===== config.mk =====
export PLATFORM = sky130hd
export DESIGN_NAME = forwarding_hazard_unit
export DESIGN_NICKNAME = d
export VERILOG_FILES = /design/src/rtl/fwd_pkg.sv /design/src/rtl/fwd_match.sv /design/src/rtl/forwarding_hazard_unit.sv
export SDC_FILE = /design/constraint.sdc
export NUM_CORES = 1
export LEC_CHECK = 0
export CAP_MARGIN = 10
export CORE_ASPECT_RATIO = 1.1
export CORE_UTILIZATION = 67
export DETAILED_ROUTE_END_ITERATION = 16
export DONT_BUFFER_PORTS = 1
export PLACE_DENSITY = 0.83
export SLEW_MARGIN = 20
export SYNTH_ARGS = -nofsm -noshare
export SYNTH_HDL_FRONTEND = slang
export SYNTH_SLANG_ARGS = --single-unit

===== constraint.sdc =====
create_clock -name clk -period 4 [get_ports clk]
set_clock_uncertainty 0.15 [all_clocks]
set_input_delay 0.2 -clock clk [delete_from_list [all_inputs] [get_ports clk]]
set_output_delay 0.2 -clock clk [all_outputs]
set_load 0.02 [all_outputs]

===== src/rtl/fwd_pkg.sv =====
// Shared types and encodings for the operand forwarding / load-use hazard unit.
// Tag addresses are zero-extended to TAG_AW, so REG_AW must not exceed TAG_AW.
package fwd_pkg;

  localparam int DEF_REG_AW     = 5;
  localparam int DEF_NUM_SRC    = 2;
  localparam int DEF_FWD_STAGES = 2;

  localparam int TAG_AW = 8;

  localparam int SEL_RF    = 0;
  localparam int SEL_EXMEM = 1;
  localparam int SEL_MEMWB = 2;

  typedef struct packed {
    logic              valid;
    logic [TAG_AW-1:0] rd;
    logic              regwrite;
    logic              memread;
  } tag_t;

  localparam tag_t TAG_BUBBLE = '{
    valid:    1'b0,
    rd:       '0,
    regwrite: 1'b0,
    memread:  1'b0
  };

  function automatic int stage_sel(input int s);
    if (s == 1)
      return SEL_EXMEM;
    else if (s == 2)
      return SEL_MEMWB;
    else
      return s;
  endfunction

endpackage


===== src/rtl/fwd_match.sv =====
// One source operand against every forwardable stage.
// The youngest matching writer wins; x0 never matches.
module fwd_match
  import fwd_pkg::*;
#(
  parameter int FWD_STAGES = DEF_FWD_STAGES,
  parameter int SEL_W      = $clog2(FWD_STAGES + 1)
) (
  input  logic                  rs_en,
  input  logic [TAG_AW-1:0]     rs,
  input  logic [FWD_STAGES-1:0] wr_ok,
  input  logic [TAG_AW-1:0]     wr_rd [FWD_STAGES],
  output logic [SEL_W-1:0]      sel
);

  always_comb begin
    sel = SEL_W'(SEL_RF);
    for (int s = FWD_STAGES; s >= 1; s--) begin
      if (rs_en && (rs != '0) && wr_ok[s-1] &&
          (wr_rd[s-1] == rs))
        sel = SEL_W'(stage_sel(s));
    end
  end

endmodule


===== src/rtl/forwarding_hazard_unit.sv =====
// Tag pipeline from EX downwards, per-source forwarding selects,
// load-use stall detection and a saturating stall counter.
module forwarding_hazard_unit
  import fwd_pkg::*;
#(
  parameter  int REG_AW     = DEF_REG_AW,
  parameter  int NUM_SRC    = DEF_NUM_SRC,
  parameter  int FWD_STAGES = DEF_FWD_STAGES,
  localparam int SEL_W      = $clog2(FWD_STAGES + 1)
) (
  input  logic                       clk,
  input  logic                       reset,
  input  logic                       id_valid,
  input  logic [NUM_SRC*REG_AW-1:0]  id_rs,
  input  logic [NUM_SRC-1:0]         id_rs_used,
  input  logic [REG_AW-1:0]          id_rd,
  input  logic                       id_regwrite,
  input  logic                       id_memread,
  input  logic                       flush,
  output logic [NUM_SRC*SEL_W-1:0]   fwd_sel,
  output logic                       stall,
  output logic                       pc_write,
  output logic                       if_id_write,
  output logic [15:0]                stall_count
);

  tag_t                  pipe [FWD_STAGES+1];
  logic [REG_AW-1:0]     ex_rs [NUM_SRC];
  logic [NUM_SRC-1:0]    ex_used;
  logic [NUM_SRC-1:0]    use_hit;
  logic                  ld_hzd;
  logic [FWD_STAGES-1:0] wr_ok;
  logic [TAG_AW-1:0]     wr_rd [FWD_STAGES];

  always_comb begin
    use_hit = '0;
    for (int k = 0; k < NUM_SRC; k++) begin
      use_hit[k] = id_rs_used[k] &&
        (TAG_AW'(id_rs[k*REG_AW +: REG_AW]) == pipe[0].rd);
    end
  end

  assign ld_hzd = pipe[0].valid & pipe[0].memread &
                  pipe[0].regwrite & (pipe[0].rd != '0);

  assign stall       = id_valid & ld_hzd & (|use_hit);
  assign pc_write    = ~stall;
  assign if_id_write = ~stall;

  // Downstream stages always advance; only EX takes bubbles.
  always_ff @(posedge clk) begin
    if (reset) begin
      for (int s = 0; s <= FWD_STAGES; s++)
        pipe[s] <= TAG_BUBBLE;
      for (int k = 0; k < NUM_SRC; k++)
        ex_rs[k] <= '0;
      ex_used     <= '0;
      stall_count <= '0;
    end else begin
      for (int s = 1; s <= FWD_STAGES; s++)
        pipe[s] <= pipe[s-1];
      if (id_valid && !stall && !flush) begin
        pipe[0] <= '{
          valid:    1'b1,
          rd:       TAG_AW'(id_rd),
          regwrite: id_regwrite,
          memread:  id_memread
        };
        for (int k = 0; k < NUM_SRC; k++)
          ex_rs[k] <= id_rs[k*REG_AW +: REG_AW];
        ex_used <= id_rs_used;
      end else begin
        pipe[0] <= TAG_BUBBLE;
        ex_used <= '0;
      end
      if (stall && (stall_count != 16'hFFFF))
        stall_count <= stall_count + 16'd1;
    end
  end

  for (genvar s = 1; s <= FWD_STAGES; s++) begin : g_wr
    assign wr_ok[s-1] = pipe[s].valid & pipe[s].regwrite;
    assign wr_rd[s-1] = pipe[s].rd;
  end

  for (genvar k = 0; k < NUM_SRC; k++) begin : g_src
    fwd_match #(
      .FWD_STAGES (FWD_STAGES),
      .SEL_W      (SEL_W)
    ) u_match (
      .rs_en (pipe[0].valid & ex_used[k]),
      .rs    (TAG_AW'(ex_rs[k])),
      .wr_ok (wr_ok),
      .wr_rd (wr_rd),
      .sel   (fwd_sel[k*SEL_W +: SEL_W])
    );
  end

endmodule


==> flow_summary.toml <==
[power]
p_clk_share_pct = 29.3
power_uw = 969
comb_power_share_pct = 8.8
power_switching_uw = 226
power.density_nw_per_um2 = 335
peakVddDrop_uv = 343
internal_power_uw = 743
p_leak_uw = 0.00100
swShare_pct = 23.3
seq_power_share_pct = 61.8

[placed_design]
gp_congestion = 0.879
pre_cts_ws_ns = 1.33
dpl.cell_count = 286
hpwl_mm = 3.45
numPortBuffers = 0

[timing]
fin_crit_ns = 2.81
setup_slack_ns = 1.19
fin_crit_sh_pct = 70.2
setup_viol = 0
rsz0062_at_grt = "no"
hold_viol = 0
fmax_mhz = 356
worst_pin_slew_ns = 0.881
relSlewSlack_pct = 40.7
setup-tns-final_ns = 0
drv_slew = 0

[clock_tree]
cts_buffers = 5
clk_pin_slew_ns = 0.09
cts_setup_buffers = 0
cts_root_buf = "clkbuf_8"
cts_tree = "built"
cts_resized = 0
cts_max_path_buffers = 2
ctsHtreeMaxLevel = 2
clk_latency_ns = 0.30
numClockSinks = 50

[detailed_routing]
drc = 0
finalWirelength_mm = 5.20
wire_per_inst_um = 16.6
vias_per_cell = 5.80
drt_iter0_drc = 125
antenna_left = 0
vias = 1822
first_pass_iters = 4

[worst_setup_path]
worstPathRequired_ns = 3.88
cp-start-kind = "flip-flop"
reg2reg_setup_slack_ns = 1.19
crit_path_max_fanout = 10
worstSetupPathType = "flip-flop to flip-flop"
end_kind = "flip-flop"
crit_arrival_ns = 2.69

[floorplan]
io_pins = 46
die_h_um = 66.3
die-area_sq_um = 4010
core-area_sq_um = 3630
rows = 23
initial_utilization_pct = 69.5
die_w_um = 60.5

[yosys]
synth_top_area_share_pct = 38.1
yosys_warnings = 0
syn_area_sq_um = 2520
syn_inst = 223
ys_ff_latch = 50
ys_seq_area_share_pct = 52.4
ys_types = 41
avgSynthCellArea_sq_um = 11.3
yosys.area.top_type = "edfxtp_1"
synth_area_leaders = "edfxtp_1 38%, dfxtp_1 14%, xnor2_1 7.3%, and2_1 5.0%, xor2_1 4.5%"

[cells_and_area]
final_cells = 314
fill_cells = 242
antennaDiodeCount = 0
layout_commonest_cell = "edfxtp_1"
nets = 287
layout_common_cells = "32 x edfxtp_1, 22 x conb_1, 21 x xnor2_1, 20 x and2_1, 19 x dlygate4sd3_1"
drive_gt1_share_pct = 5.68
synthToLayoutAreaGrowth_pct = 14.7
final_util_pct = 79.7

[grt]
grt_overflow_total = 0
antenna_found_initial = 0
grtUsageTotal_pct = 27.8
grt_pass1_vias = 1741
grt_max_degree = 32
grt_first_pass_wirelength_mm = 8.08

[flow_run]
maxCapViolations = 0

[run_status]
outcome = "finished clean"

[hold_path]
holdCritPathClass = "input pin to flip-flop"
[repair_timing]
item                                    CTS  global route
endpoints found under the setup margin    0             0
endpoints found under the hold margin    49             0
hold buffers                             20             0
[synthesized netlist by cell type]
master     n
a31o_2     1
a311oi_1   1
or3_1      5
xnor2_1   21
buf_4      2
or4_1      6
o211ai_1   2
o22ai_4    1
nand3_1    4
mux2i_1    1
a21boi_0   1
nor4_4     1
nand2_1   10
inv_1      2
nor3_1     7
buf_6      1
xor2_1    13
dfxtp_1   18
nand3_4    1
buf_2      2
nand4_1   11
and2_1    20
and3_1     1
a21o_1     1
o21ai_0    1
ha_1       1
nand3_2    2
conb_1     1
o31ai_1    4
o21ai_1    4
clkbuf_1   3
nor4b_4    1
nor2_1     6
nor4_1     4
edfxtp_1  32
nor2b_1   16
and4b_1    1
a21oi_1   10
mux2_1     1
a41oi_1    1
and4_1     2
[power groups by stage]
| stage | clock network [uW] | registers (uW) | logic [uW] |
|---|---|---|---|
| finish | 284 | 599 | 85.6 |
| global route | 302 | 602 | 94.1 |
| CTS | 279 | 598 | 83.8 |
| detailed placement | 0 | 610 | 64.2 |
| global placement | 0 | 608 | 62.2 |
| floorplan | 0 | 602 | 60.1 |
[path summary, 6_finish.rpt]
kind	from	end	depth (start not counted)
worst min register to register	pipe[0][21]$_SDFFCE_PN0P_	pipe[0][32]$_SDFFCE_PN0P_	1
worst min-delay path	flush	pipe[0][10]$_SDFFCE_PN0P_	1
worst max-delay path	pipe[0][5]$_SDFFCE_PP0P_	ex_rs[0][7]$_SDFFCE_PP0P_	6
worst max register to register	pipe[0][5]$_SDFFCE_PP0P_	ex_rs[0][7]$_SDFFCE_PP0P_	6
[per-layer routing]
layer	up-vias	global-route usage (%)	wire [um]
li1	864	-	-
met1	894	34.8	2300
met2	55	46.3	2570
met3	9	7.24	246
met4	0	8.52	80
met5	-	0	0
[final cells by class]
cell class / instances / area, sq um / area share [%]
clock buffer: 6 / 72.6 / 2.51
timing repair buffer: 20 / 195 / 6.75
inverter: 2 / 7.51 / 0.260
multi-input combinational: 184 / 1220 / 42.3
tap: 50 / 62.6 / 2.16
clock inverter: 2 / 10.0 / 0.346
sequential: 50 / 1320 / 45.7
[logic make-up after synthesis]
kind of cell    Yosys count  synth area share, %
xor+xnor                 34                 11.8
flops                    50                 52.4
simple gates             98                 24.9
buf+inv                  10                 2.18
compound gates           27                 7.20
fa+ha+maj                 1                0.496
mux                       2                0.844
other cells               1                0.149
[metrics by stage]
step | hold slack, ns | cell area [sq um]
detailed placement | 0.125 | 2610
global placement | 0.124 | 2610
finish | 0.00570 | 2890
floorplan | 0.172 | 2600
CTS | 0.00624 | 2900
global route | 0.00811 | 2890
[flip-flops by register name, summed over array words and instances (netlist names)]
signal	flops
ex_rs	10
stall_count	16
pipe	22
ex_used	2
[worst max-delay path, cell delays in order (launching register included)]
cell	delay, ns
edfxtp_1	0.47
xnor2_1	0.26
nand4_1	0.21
o22ai_4	0.28
and2_1	0.43
inv_1	0.30
a31o_2	0.43
No activity file was read; power rests on OpenSTA's default activity.
